==> src/rtl/mem_tbus_arbiter.sv <==
// mem_tbus_arbiter: merges NUM_CH memory-side requesters (load units, store
// queue drain ports) onto the single tbus toward dcache, one operation
// outstanding at a time, with per-channel flush of pending/in-flight ops.
// Build option MEM_TBUS_ARB_STRICT_PRIO_EN: fixed priority (lowest channel
// wins) instead of round-robin.
module mem_tbus_arbiter #(
    parameter int NUM_CH = 2,
    parameter int ADDR_W = 64,
    parameter int DATA_W = 64,
    parameter int MASK_W = 64,
    parameter int OPT_W  = 2,
    parameter int CH_W   = (NUM_CH > 1) ? $clog2(NUM_CH) : 1
) (
    input  logic                       clock,
    input  logic                       reset_n,
    input  logic [NUM_CH-1:0]          ch_index_valid,
    output logic [NUM_CH-1:0]          ch_index_ready,
    input  logic [NUM_CH*ADDR_W-1:0]   ch_index,
    input  logic [NUM_CH*DATA_W-1:0]   ch_write_data,
    input  logic [NUM_CH*MASK_W-1:0]   ch_write_mask,
    input  logic [NUM_CH*OPT_W-1:0]    ch_operation_type,
    input  logic [NUM_CH-1:0]          ch_flush_valid,
    output logic [NUM_CH-1:0]          ch_operation_done,
    output logic [DATA_W-1:0]          ch_read_data,
    output logic                       tbus_index_valid,
    input  logic                       tbus_index_ready,
    output logic [ADDR_W-1:0]          tbus_index,
    output logic [DATA_W-1:0]          tbus_write_data,
    output logic [MASK_W-1:0]          tbus_write_mask,
    output logic [OPT_W-1:0]           tbus_operation_type,
    input  logic [DATA_W-1:0]          tbus_read_data,
    input  logic                       tbus_operation_done,
    output logic                       tbus_flush_valid,
    output logic [CH_W-1:0]            grant_id
);

    localparam int unsigned NCH = NUM_CH;

    typedef enum logic [1:0] {
        IDLE  = 2'd0,
        REQ   = 2'd1,
        WAIT  = 2'd2,
        DRAIN = 2'd3
    } state_t;

    state_t              state;
    state_t              state_nxt;
    logic [CH_W-1:0]     owner;
    logic [NUM_CH-1:0]   eligible;
    logic [CH_W-1:0]     pick;
    logic                pick_vld;
    logic                owner_flush;
    logic                accept;
    logic                flush_fire;
    logic                done_fire;

    // A flushing channel may not win arbitration in the same cycle.
    assign eligible    = ch_index_valid & ~ch_flush_valid;
    assign owner_flush = ch_flush_valid[owner];

`ifdef MEM_TBUS_ARB_STRICT_PRIO_EN
    // Fixed priority: lowest eligible channel index wins.
    always_comb begin
        pick     = '0;
        pick_vld = 1'b0;
        for (int unsigned i = 0; i < NCH; i++) begin
            if (!pick_vld && eligible[i]) begin
                pick     = CH_W'(i);
                pick_vld = 1'b1;
            end
        end
    end
`else
    logic [CH_W-1:0] rr_ptr;
    logic [CH_W-1:0] rr_nxt;
    logic [CH_W-1:0] cand;
    int unsigned     idx;

    // Round-robin: first eligible channel at or after rr_ptr, wrapping.
    always_comb begin
        pick     = '0;
        pick_vld = 1'b0;
        idx      = 0;
        cand     = '0;
        for (int unsigned i = 0; i < NCH; i++) begin
            idx  = (32'(rr_ptr) + i) % NCH;
            cand = CH_W'(idx);
            if (!pick_vld && eligible[cand]) begin
                pick     = cand;
                pick_vld = 1'b1;
            end
        end
    end

    assign rr_nxt = (32'(pick) == NCH - 1) ? '0 : pick + 1'b1;

    // Pointer moves just past the channel that was accepted.
    always_ff @(posedge clock or negedge reset_n) begin
        if (!reset_n) begin
            rr_ptr <= '0;
        end else if (accept) begin
            rr_ptr <= rr_nxt;
        end
    end
`endif

    // State register.
    always_ff @(posedge clock or negedge reset_n) begin
        if (!reset_n) begin
            state <= IDLE;
        end else begin
            state <= state_nxt;
        end
    end

    // Next-state and combinational handshake/event decode.
    always_comb begin
        state_nxt        = state;
        ch_index_ready   = '0;
        tbus_index_valid = 1'b0;
        accept           = 1'b0;
        flush_fire       = 1'b0;
        done_fire        = 1'b0;
        case (state)
            IDLE: begin
                if (pick_vld) begin
                    ch_index_ready[pick] = 1'b1;
                    accept               = 1'b1;
                    state_nxt            = REQ;
                end
            end
            REQ: begin
                tbus_index_valid = 1'b1;
                // A handshake coinciding with flush is still accepted
                // downstream, so its completion must be drained.
                if (tbus_index_ready) begin
                    state_nxt  = owner_flush ? DRAIN : WAIT;
                    flush_fire = owner_flush;
                end else if (owner_flush) begin
                    state_nxt  = IDLE;
                    flush_fire = 1'b1;
                end
            end
            WAIT: begin
                if (tbus_operation_done) begin
                    state_nxt = IDLE;
                    done_fire = !owner_flush;
                end else if (owner_flush) begin
                    state_nxt  = DRAIN;
                    flush_fire = 1'b1;
                end
            end
            DRAIN: begin
                if (tbus_operation_done) begin
                    state_nxt = IDLE;
                end
            end
            default: state_nxt = IDLE;
        endcase
    end

    // Payload capture on accept, registered completion/flush pulses.
    always_ff @(posedge clock or negedge reset_n) begin
        if (!reset_n) begin
            owner               <= '0;
            tbus_index          <= '0;
            tbus_write_data     <= '0;
            tbus_write_mask     <= '0;
            tbus_operation_type <= '0;
            ch_read_data        <= '0;
            ch_operation_done   <= '0;
            tbus_flush_valid    <= 1'b0;
        end else begin
            tbus_flush_valid  <= flush_fire;
            ch_operation_done <= '0;
            if (done_fire) begin
                ch_operation_done[owner] <= 1'b1;
                ch_read_data             <= tbus_read_data;
            end
            if (accept) begin
                owner               <= pick;
                tbus_index          <= ch_index[32'(pick)*ADDR_W +: ADDR_W];
                tbus_write_data     <= ch_write_data[32'(pick)*DATA_W +: DATA_W];
                tbus_write_mask     <= ch_write_mask[32'(pick)*MASK_W +: MASK_W];
                tbus_operation_type <= ch_operation_type[32'(pick)*OPT_W +: OPT_W];
            end
        end
    end

    assign grant_id = owner;

endmodule

==> config.mk <==
export PLATFORM = sky130hd
export DESIGN_NAME = mem_tbus_arbiter
export DESIGN_NICKNAME = d
export VERILOG_FILES = /design/src/rtl/mem_tbus_arbiter.sv
export SDC_FILE = /design/constraint.sdc
export NUM_CORES = 1
export LEC_CHECK = 0
export BUFFER_PORTS_ARGS = -buffer_cell sky130_fd_sc_hd__buf_4
export CAP_MARGIN = 20
export CORE_AREA = 2 2 280 282
export DETAILED_ROUTE_END_ITERATION = 7
export DIE_AREA = 0 0 282 284
export GPL_ROUTABILITY_DRIVEN = 0
export GPL_TIMING_DRIVEN = 0
export PLACE_DENSITY_LB_ADDON = 0.08
export REMOVE_ABC_BUFFERS = 1
export SLEW_MARGIN = 20
export SYNTH_ARGS = -nofsm -noshare
export SYNTH_HDL_FRONTEND = slang
export SYNTH_SLANG_ARGS = --single-unit
==> constraint.sdc <==
create_clock -name clock -period 2.2 [get_ports clock]
set_input_delay 0.11 -clock clock [delete_from_list [all_inputs] [get_ports clock]]
set_output_delay 0.11 -clock clock [all_outputs]
set_load 0.01 [all_outputs]
==> summary.md, run 1 <==
| Metric | Value |
|---|---|
| Area of the multi-input gates | `0.003964 mm²` |
| Area of the mapped netlist | `0.01087 mm²` |
| Ratio of cells with drive above 1 in the final layout | `40.33%` |
| Critical path launch point type | `flop` |
| Die Ht | `284 µm` |
| Clock slew at the register clock pins of the worst setup and hold paths | `0.06 ns` |
| First-pass GRT wire length | `80740 µm` |
| Worst setup slack for register-to-register paths | `0.11 ns` |
| Combined global-route utilization of all metal layers | `13.29%` |
| Clock Root Buffer | `sky130_fd_sc_hd__clkbuf_16` |
| Nets@finish | `2672` |
| Sink count of the clock tree | `265` |
| Sequential area share after synthesis | `60.99%` |
| Maximum count of clock buffers along a single path | `3` |
| Highest routed layer | `met4` |
| Primary flip-flop cell chosen by synthesis mapping | `sky130_fd_sc_hd__dfrtp_1` |
| Top-level I/O count | `725` |
| Largest net degree at the start of global routing | `86` |
| Capturing point of the worst reg2reg path | `tbus_write_mask[31]` |
| Number of remaining DRC errors | `0` |
| Number of antenna violations at the first check in global routing | `0` |
| Endpoint type of the worst setup path | `flop` |
| Worst Path Arrival | `2.55 ns` |
| Post-detailed-route via-to-cell ratio | `3.762` |
| Clock insertion delay at the later pin of the skew report | `0.53 ns` |
| Wirelength, routed | `56010 µm` |
| Top post-synthesis cells by count | `389 x sky130_fd_sc_hd__nand2_1, 265 x sky130_fd_sc_hd__dfrtp_1, 194 x sky130_fd_sc_hd__a22oi_1` |
| Required time of the worst setup path | `2.66 ns` |
| Initial standard-cell utilization of the core | `14.13%` |
| Number of detailed-route iterations in the first pass | `4` |
| Maximum operating frequency | `479.2 MHz` |
| Drt initial violations | `408` |
| Worst setup path category | `flop to flop` |
| Post-route clock period utilization | `94.86%` |
| Number of buffer cells added on primary ports | `724` |
| Reg2reg start | `state[1]` |
| Headroom to the max-slew limit | `62.61%` |
| Total setup violations reported at the end of the flow | `0` |
| DP Worst Slack | `-1.756 ns` |
| Number of cells on the worst reg-to-reg path | `9` |
| Power per cell area | `1069 mW/mm²` |
| Largest voltage drop on the vdd net | `0.0003481 V` |
| Total count of max-transition violations in the final report | `0` |
| Fill cell total of the finished layout | `7980` |
| Total count of hold-check failures in the final report | `0` |
| Number of H-tree branching levels | `2` |
| Die Width | `282 µm` |
| Wire per inst | `17.13 µm` |
| Top post-synthesis cells by area | `sky130_fd_sc_hd__dfrtp_1 61%, sky130_fd_sc_hd__nand2_1 13%, sky130_fd_sc_hd__a22oi_1 13%` |
| Total number of yosys warnings | `0` |
| Most repeated cell in the gate-level netlist after synthesis | `sky130_fd_sc_hd__nand2_1` |
| Half-perimeter wire length after placement | `39270 µm` |
| Reg area | `0.006631 mm²` |
| Leakage power | `0.01183 µW` |
| Share of async-settable or async-resettable flops after synthesis | `100.0%` |
| Area share of the largest cell type after synthesis | `60.99%` |
| Most area-hungry cell type in the Yosys netlist | `sky130_fd_sc_hd__dfrtp_1` |
| Via total after detailed routing | `12300` |
| TritonCTS buffer count | `37` |
| Number of instances in the synthesized netlist | `1016` |
| Transition time of the tightest slew-check pin | `0.5538 ns` |
| Avg Cell Area, Syn | `10.70 µm²` |
| Run status | `finished, final reports clean` |
| Floorplan die area | `0.08009 mm²` |
| Final Skew | `0.01524 ns` |
| Number of enable flip-flop cells after synthesis | `0` |
| Number of synthesized register bits | `265` |
| Routed met1 length | `21110 µm` |
| Max Fanout on Critical Path | `6` |
| Number of global-route vias before repair | `13250` |
| Syn-to-layout area delta | `120.4%` |
| Antenna Nets Post-Route | `0` |
| Setup repair after global routing missed its margin | `false` |
| Max-cap violations | `0` |
| Sum of overflow across all layers after global routing | `0` |
| Met3 wire len | `5319 µm` |
| Hold WS | `0.1035 ns` |
| Unique cell type count in the Yosys netlist | `24` |
| Setup WS post-layout | `0.1131 ns` |
| Post-layout util | `31.14%` |
| Classification of the worst-slack hold path | `input port to asynchronous set/reset pin` |
| Floorplan row count | `102` |
| Routed length on met2 | `27780 µm` |
| Diode count | `0` |
| Core area | `0.07696 mm²` |
| Min Tclk post-route | `2.087 ns` |
| TritonCTS clock tree | `built` |
final cells by class:
type	count	share of cell area (%)
clock inverter	6	0.2454
tap	1040	5.430
multi-input combinational	677	16.54
sequential	265	27.67
timing repair buffer	1222	45.61
clock buffer	55	4.438
inverter	4	0.06265
where the power goes:
part           total [µW]  switching, µW  leakage, µW  internal, µW
clock                5690           2260     0.000553          3430
sequential           8370           1210      0.00332          7160
combinational       11600           5620      0.00796          5930
per-layer routing:
layer | global-route usage (%) | vias to the layer above
met5 | 0 | -
met2 | 23.97 | 536
li1 | - | 5890
met1 | 14.14 | 5781
met3 | 4.816 | 91
met4 | 4.521 | 0
worst max-delay path by stage:
stage,start,endpoint,slack (ns),cells after the start
after floorplan,state[0],tbus_index[0],-4.10,6
after global placement,state[0],tbus_index[17],-8.52,6
after detailed placement,state[0],tbus_index[17],-1.76,14
after CTS,state[0],tbus_index[17],-0.02,12
after global routing,state[1],tbus_write_mask[6],0.002,10
final,state[1],tbus_write_mask[31],0.11,9
cells by family after synthesis:
family | share of synthesized area (%)
AND/OR/NAND/NOR | 14.02
flip-flops | 60.99
AO/OA/AOI/OAI | 14.22
buffers and inverters | 3.268
multiplexers | 6.927
adder cells (fa/ha/maj) | 0.5754
placed cells by master (no fill, tap or decap), drive strengths merged:
| cell | n |
|---|---|
| o21ai | 4 |
| mux2i | 1 |
| clkbuf | 58 |
| a2111oi | 1 |
| dfrtp | 265 |
| ha | 5 |
| o311a | 1 |
| nor2b | 5 |
| nor2 | 3 |
| bufbuf | 6 |
| and2 | 1 |
| o311ai | 1 |
| inv | 4 |
| a21o | 2 |
| nand2b | 1 |
| bufinv | 1 |
| mux2 | 66 |
| a22oi | 194 |
| buf | 757 |
| a21oi | 1 |
| dlygate4sd3 | 456 |
| and3 | 2 |
| clkinv | 5 |
| nand2 | 389 |
critical path, stage by stage, from the launching register on:
cell and delay [ns]:
sky130_fd_sc_hd__dfrtp_1 0.42, sky130_fd_sc_hd__inv_2 0.11, sky130_fd_sc_hd__ha_4 0.17, sky130_fd_sc_hd__inv_2 0.05, sky130_fd_sc_hd__a2111oi_4 0.20, sky130_fd_sc_hd__buf_6 0.19, sky130_fd_sc_hd__buf_16 0.14, sky130_fd_sc_hd__a22oi_1 0.10
sky130_fd_sc_hd__dlygate4sd3_1 0.58, sky130_fd_sc_hd__nand2_1 0.07
state kept, by name (all words and copies together) (netlist names):
signal and flops:
ch_read_data 64, tbus_flush_valid 1, tbus_operation_type 2, rr_ptr 1, tbus_index 64, ch_operation_done 2, tbus_write_data 64, tbus_write_mask 64
grant_id 1, state 2
what timing repair did:
item,4_1_cts,5_1_grt
hold buffers,456,6
endpoints found under the hold margin,463,6
setup endpoints to repair,186,75
gates cloned,6,4
buffers inserted,8,4
pin swaps,4,1
gates resized for setup,32,3
stage by stage:
stage | cell area, µm² | total power (µW) | TNS [ns] | cells
after floorplan | 10530 | 12550 | -850.33 | 945
after global placement | 17270 | 18930 | -2085.46 | 2709
after detailed placement | 17850 | 19100 | -147.97 | 2740
after CTS | 23870 | 26120 | -0.03194 | 3263
after global routing | 23960 | 27520 | 0 | 3269
final | 23960 | 25610 | 0 | 3269
Power figures use the tool's default switching activity.
==> run 2, diff against run 1 <==
- PLACE_DENSITY_LB_ADDON: 0.08 -> 0.12
==> summary.md, run 2 (synthesis results as in run 1) <==
| Metric | Value |
|---|---|
| Most common library cell in the layout ignoring fill and taps | `sky130_fd_sc_hd__buf_4` |
| Headroom to the max-slew limit | `49.64% (-13 points)` |
| Leakage power | `0.01194 µW (+0.91%)` |
| Run status | `finished, final reports clean` |
| Nets@finish | `2690 (+0.67%)` |
| Wire per inst | `17.14 µm (about the same)` |
| Number of global-route vias before repair | `13360 (+0.82%)` |
| Largest voltage drop on the vdd net | `0.0003463 V (-0.53%)` |
| Commonest cells after routing, fill and taps aside | `751 x sky130_fd_sc_hd__buf_4, 459 x sky130_fd_sc_hd__dlygate4sd3_1, 389 x sky130_fd_sc_hd__nand2_1, 264 x sky130_fd_sc_hd__dfrtp_1, 182 x sky130_fd_sc_hd__a22oi_1` |
| Floorplan row count | `102 (unchanged)` |
| Min Tclk post-route | `2.086 ns (-0.0009070 ns)` |
| Total count of hold-check failures in the final report | `0 (unchanged)` |
| Worst setup slack for register-to-register paths | `0.11 ns (about the same)` |
| Number of cells on the worst reg-to-reg path | `11 (+2)` |
| Max Fanout on Critical Path | `15 (+9)` |
| Max-cap violations | `0 (unchanged)` |
| Antenna Nets Post-Route | `0 (unchanged)` |
| Worst Path Arrival | `2.55 ns (about the same)` |
| TritonCTS clock tree | `built` |
| Syn-to-layout area delta | `122.3%` |
| Initial standard-cell utilization of the core | `14.13% (unchanged)` |
| Final Skew | `0.01596 ns (+0.0007207 ns)` |
| Post-detailed-route via-to-cell ratio | `3.823 (+1.6%)` |
| Sink count of the clock tree | `265 (unchanged)` |
| Sum of overflow across all layers after global routing | `0 (unchanged)` |
| Largest net degree at the start of global routing | `88 (+2.3%)` |
| Ratio of cells with drive above 1 in the final layout | `41.19% (+0.86 points)` |
| Instance count along the most critical hold path | `3` |
| Clock insertion delay at the later pin of the skew report | `0.54 ns (about the same)` |
| Number of remaining DRC errors | `0 (unchanged)` |
| Area of the multi-input gates | `0.004014 mm² (+1.3%)` |
| Post-route clock period utilization | `94.82% (about the same)` |
| Number of antenna violations at the first check in global routing | `1 (+1)` |
| Cell count after placement | `2738 (-0.073%)` |
| Number of detailed-route iterations in the first pass | `4 (unchanged)` |
| Fill cell total of the finished layout | `7906 (-0.93%)` |
| Drt initial violations | `415 (+1.7%)` |
| Worst setup path category | `flop to flop` |
| Maximum count of clock buffers along a single path | `3 (unchanged)` |
| Reg2reg start | `state[0]` |
| Wirelength, routed | `56430 µm (+0.75%)` |
| Number of buffer cells added on primary ports | `724 (unchanged)` |
| Diode count | `0 (unchanged)` |
| Reg area | `0.006633 mm² (about the same)` |
| Floorplan die area | `0.08009 mm² (unchanged)` |
| TritonCTS buffer count | `36 (-2.7%)` |
| Total Neg Setup Slack | `0 ns (unchanged)` |
| Total count of max-transition violations in the final report | `0 (unchanged)` |
| Required time of the worst setup path | `2.66 ns (about the same)` |
| Core area | `0.07696 mm² (unchanged)` |
| Top-level I/O count | `725 (unchanged)` |
| Combined global-route utilization of all metal layers | `13.35% (+0.060 points)` |
| Die Ht | `284 µm (unchanged)` |
| Die Width | `282 µm (unchanged)` |
| Clock slew at the register clock pins of the worst setup and hold paths | `0.05 ns (about the same)` |
| Layout Cells excl Fill | `3293 (+0.73%)` |
| Capturing point of the worst reg2reg path | `tbus_write_data[15]` |
| Worst min-delay path endpoint | `ch_operation_done[0]` |
| Transition time of the tightest slew-check pin | `0.7554 ns (+0.2016 ns)` |
| Critical path launch point type | `flop` |
| Classification of the worst-slack hold path | `input port to flop` |
| First-pass GRT wire length | `80880 µm (+0.18%)` |
| Number of H-tree branching levels | `2 (unchanged)` |
| Half-perimeter wire length after placement | `38890 µm (-0.97%)` |
| Maximum operating frequency | `479.4 MHz (about the same)` |
| Via total after detailed routing | `12590 (+2.4%)` |
| Clock Root Buffer | `sky130_fd_sc_hd__clkbuf_16` |
| Startpoint of the lowest-slack hold path | `tbus_operation_done` |
| Total setup violations reported at the end of the flow | `0 (unchanged)` |
| Endpoint type of the worst setup path | `flop` |
| Power per cell area | `1089 mW/mm² (+1.9%)` |
==> run 2: repair_timing <==
action	4_1_cts	5_1_grt
hold endpoints to repair	438	0
pin swaps	5	2
endpoints found under the setup margin	182	49
setup buffers	24	6
gates cloned	6	2
hold buffers	459	0
gates resized for setup	50	6
==> run 2: cell type report <==
class | count | area share [%]
well taps | 1040 | 5.384
flip-flops and latches | 265 | 27.44
inverters | 4 | 0.07248
clock inverters | 10 | 0.6678
clock buffers | 56 | 4.540
multi-input cells | 679 | 16.61
repair buffers | 1239 | 45.28
==> run 2: report_power, final <==
group / switching (µW) / internal (µW)
clock network: 2310 / 3910
logic: 5730 / 5980
registers: 1230 / 7160
==> run 2: metrics by stage <==
| step | util (%) | setup WS (ns) | area (µm²) | power [µW] | hold slack [ns] |
|---|---|---|---|---|---|
| 2_1_floorplan | - | -4.100 | 10530 | 12550 | -0.1856 |
| 3_3_place_gp | 22.44 | -8.198 | 17270 | 18960 | 0.3324 |
| 3_5_place_dp | 23.15 | -1.717 | 17810 | 19130 | 0.01515 |
| 4_1_cts | 31.39 | 0.003391 | 24160 | 26870 | 0.1127 |
| 5_1_grt | 31.41 | -0.009132 | 24170 | 28220 | 0.1446 |
| 6_report | 31.41 | 0.1140 | 24170 | 26320 | 0.1500 |
==> run 2: worst max path at each step <==
stage / from / endpoint / slack (ns) / cells after the start
after global placement: state[0] / tbus_write_mask[46] / -8.20 / 6
after floorplan: state[0] / tbus_index[0] / -4.10 / 6
final: state[0] / tbus_write_data[15] / 0.11 / 11
after detailed placement: state[0] / tbus_write_data[19] / -1.72 / 14
after global routing: state[0] / ch_index_ready[0] / -0.009 / 7
after CTS: state[1] / tbus_write_data[15] / 0.003 / 13
==> run 2: routing by layer <==
layer	vias up	part of all wire, %	global-route usage [%]
met4	0	4.3	5.904
li1	5931	-	-
met3	119	9.3	4.504
met2	589	48	23.32
met5	-	0	0
met1	5951	38	14.52
==> run 2: critical path, stage by stage, from the launching register on <==
cell and delay, ns:
sky130_fd_sc_hd__dfrtp_1 0.39, sky130_fd_sc_hd__inv_2 0.09, sky130_fd_sc_hd__ha_4 0.16, sky130_fd_sc_hd__inv_4 0.04, sky130_fd_sc_hd__a2111oi_4 0.30, sky130_fd_sc_hd__buf_4 0.18, sky130_fd_sc_hd__buf_12 0.13, sky130_fd_sc_hd__buf_12 0.15
sky130_fd_sc_hd__buf_16 0.16, sky130_fd_sc_hd__buf_12 0.16, sky130_fd_sc_hd__a22oi_1 0.11, sky130_fd_sc_hd__nand2_1 0.10
==> run 3, diff against run 2 <==
- clock period: 2.2 -> 2.7 ns (I/O delays scaled with it)
==> summary.md, run 3 (synthesis results as in run 1) <==
| Metric | Value |
|---|---|
| Run status | `finished, final reports clean` |
| Final Skew | `0.01737 ns (+0.001413 ns)` |
| Ratio of cells with drive above 1 in the final layout | `39.73% (-1.5 points)` |
| Reg2reg start | `state[0]` |
| Number of buffer cells added on primary ports | `724 (unchanged)` |
| Classification of the worst-slack hold path | `input port to flop` |
| Worst setup path category | `flop to flop` |
| Maximum operating frequency | `391.7 MHz (-18%)` |
| Switching part of the total power | `34.76% (-0.48 points)` |
| Top-level I/O count | `725 (unchanged)` |
| Worst Path Arrival | `3.03 ns (+0.48 ns)` |
| Antenna Nets Post-Route | `0 (unchanged)` |
| Syn-to-layout area delta | `118.3%` |
| Most common library cell in the layout ignoring fill and taps | `sky130_fd_sc_hd__buf_4` |
| Sink count of the clock tree | `265 (unchanged)` |
| Total setup violations reported at the end of the flow | `0 (unchanged)` |
| Critical path launch point type | `flop` |
| Nets@finish | `2657 (-1.2%)` |
| Wire per inst | `16.41 µm (-4.2%)` |
| Startpoint of the lowest-slack hold path | `ch_write_mask[46]` |
| Floorplan row count | `102 (unchanged)` |
| Layout Cells excl Fill | `3260 (-1.0%)` |
| Area of the multi-input gates | `0.003945 mm² (-1.7%)` |
| Leakage power | `0.01151 µW (-3.6%)` |
| Total cell area at the placement stage | `0.01781 mm² (unchanged)` |
| Clock slew at the register clock pins of the worst setup and hold paths | `0.06 ns (about the same)` |
| Total count of max-transition violations in the final report | `0 (unchanged)` |
| Total Neg Setup Slack | `0 ns (unchanged)` |
| Max-cap violations | `0 (unchanged)` |
| Number of H-tree branching levels | `2 (unchanged)` |
| Post-detailed-route via-to-cell ratio | `3.789 (-0.90%)` |
| Clock insertion delay at the later pin of the skew report | `0.54 ns (about the same)` |
| Combined global-route utilization of all metal layers | `12.62% (-0.72 points)` |
| Die Ht | `284 µm (unchanged)` |
| Switching power summed over all nets | `7414 µW (-20%)` |
| Number of detailed-route iterations in the first pass | `5 (+1)` |
| Drt initial violations | `386 (-7.0%)` |
| Via total after detailed routing | `12350 (-1.9%)` |
| Fill cell total of the finished layout | `8009 (+1.3%)` |
| Combinational group share of total power | `44.2% (-0.3 points)` |
| Number of global-route vias before repair | `13040 (-2.4%)` |
| Sum of overflow across all layers after global routing | `0 (unchanged)` |
| Headroom to the max-slew limit | `49.32% (-0.33 points)` |
| Number of antenna violations at the first check in global routing | `1 (unchanged)` |
| First-pass GRT wire length | `77070 µm (-4.7%)` |
| Min Tclk post-route | `2.553 ns (+0.4668 ns)` |
| Clock Root Buffer | `sky130_fd_sc_hd__clkbuf_16` |
| Largest net degree at the start of global routing | `88 (unchanged)` |
| Final Cell Area | `0.02373 mm² (-1.8%)` |
| TritonCTS clock tree | `built` |
| Floorplan die area | `0.08009 mm² (unchanged)` |
| Power per cell area | `898.9 mW/mm² (-17%)` |
| Half-perimeter wire length after placement | `38890 µm (unchanged)` |
| Portion of total power attributed to the clock network | `23.7% (about the same)` |
| Cell-internal power | `13920 µW (-18%)` |
| Commonest cells after routing, fill and taps aside | `726 x sky130_fd_sc_hd__buf_4, 456 x sky130_fd_sc_hd__dlygate4sd3_1, 389 x sky130_fd_sc_hd__nand2_1, 265 x sky130_fd_sc_hd__dfrtp_1, 194 x sky130_fd_sc_hd__a22oi_1` |
| Reg area | `0.006631 mm² (about the same)` |
| Setup repair after global routing missed its margin | `false` |
| Cell count after placement | `2738 (unchanged)` |
| Maximum count of clock buffers along a single path | `3 (unchanged)` |
| Largest voltage drop on the vdd net | `0.0002939 V (-15%)` |
| Endpoint type of the worst setup path | `flop` |
| Number of remaining DRC errors | `0 (unchanged)` |
| Die Width | `282 µm (unchanged)` |
| Initial standard-cell utilization of the core | `14.13% (unchanged)` |
| Hold WS | `0.03693 ns (-0.1130 ns)` |
| Wirelength, routed | `53500 µm (-5.2%)` |
| Max Fanout on Critical Path | `18 (+3)` |
| Launch point of the critical path | `state[0]` |
| Post-route clock period utilization | `94.55% (-0.27 points)` |
| Transition time of the tightest slew-check pin | `0.7603 ns (+0.004898 ns)` |
| Core area | `0.07696 mm² (unchanged)` |
| Diode count | `0 (unchanged)` |
| Post-layout power | `21330 µW (-19%)` |
| Required time of the worst setup path | `3.18 ns (+0.52 ns)` |
| TritonCTS buffer count | `36 (unchanged)` |
| Total count of hold-check failures in the final report | `0 (unchanged)` |
| Power share of the sequential group | `32.1% (+0.2 points)` |
==> run 3: cell type report <==
type	instances	area share [%]
Clock inverter	10	0.6802
Tap cell	1040	5.483
Multi-Input combinational cell	678	16.62
Timing Repair Buffer	1207	44.58
Clock buffer	56	4.624
Sequential cell	265	27.94
Inverter	4	0.06327
==> run 3: critical path, stage by stage (launching register included) <==
cell                            delay (ns)
sky130_fd_sc_hd__dfrtp_1              0.40
sky130_fd_sc_hd__inv_1                0.15
sky130_fd_sc_hd__ha_4                 0.22
sky130_fd_sc_hd__inv_1                0.10
sky130_fd_sc_hd__a2111oi_4            0.23
sky130_fd_sc_hd__buf_4                0.19
sky130_fd_sc_hd__buf_4                0.12
sky130_fd_sc_hd__bufbuf_16            0.29
sky130_fd_sc_hd__a22oi_1              0.10
sky130_fd_sc_hd__dlygate4sd3_1        0.63
sky130_fd_sc_hd__nand2_1              0.07
==> run 3: metrics by stage <==
stage | setup WS, ns | util (%)
floorplan | -3.600 | -
global placement | -7.698 | 22.44
detailed placement | -1.217 | 23.15
CTS | 0.01843 | 30.81
global route | 0.008012 | 30.84
finish | 0.1472 | 30.84
==> run 3: what timing repair did <==
item	in CTS	in global routing
setup buffers	3	0
resized for setup	12	4
endpoints found under the setup margin	124	64
hold endpoints to repair	438	0
cloned	2	1
hold buffers	456	0
pin swaps	1	0
==> run 3: worst paths after layout <==
check,end,slack (ns),cells after the start
worst max-delay path,tbus_write_data[46],0.15,10
worst min-delay path,tbus_write_mask[46],0.04,3
worst max register to register,tbus_write_data[46],0.15,10
worst min register to register,tbus_write_mask[29],0.46,2
max in group asynchronous,tbus_write_mask[38],1.46,4
min in group asynchronous,ch_read_data[38],0.08,2
==> run 3: per-layer routing <==
metal / wire [µm] / up-vias / global-route usage, % / share of wire (%)
met3: 5156 / 100 / 4.421 / 9.6
met2: 26160 / 547 / 22.36 / 49
met4: 2072 / 0 / 5.239 / 3.9
met5: 0 / - / 0 / 0
li1: - / 5861 / - / -
met1: 20110 / 5844 / 13.50 / 38
==> run 3: power by group through the flow <==
| stage | clock [µW] | sequential [µW] | combinational [µW] |
|---|---|---|---|
| 3_3_place_gp | 0 | 6840 | 8690 |
| 2_1_floorplan | 0 | 7670 | 2560 |
| 4_1_cts | 5310 | 6870 | 9610 |
| 5_1_grt | 5480 | 7110 | 10300 |
| 3_5_place_dp | 0 | 6890 | 8700 |
| 6_report | 5050 | 6840 | 9440 |
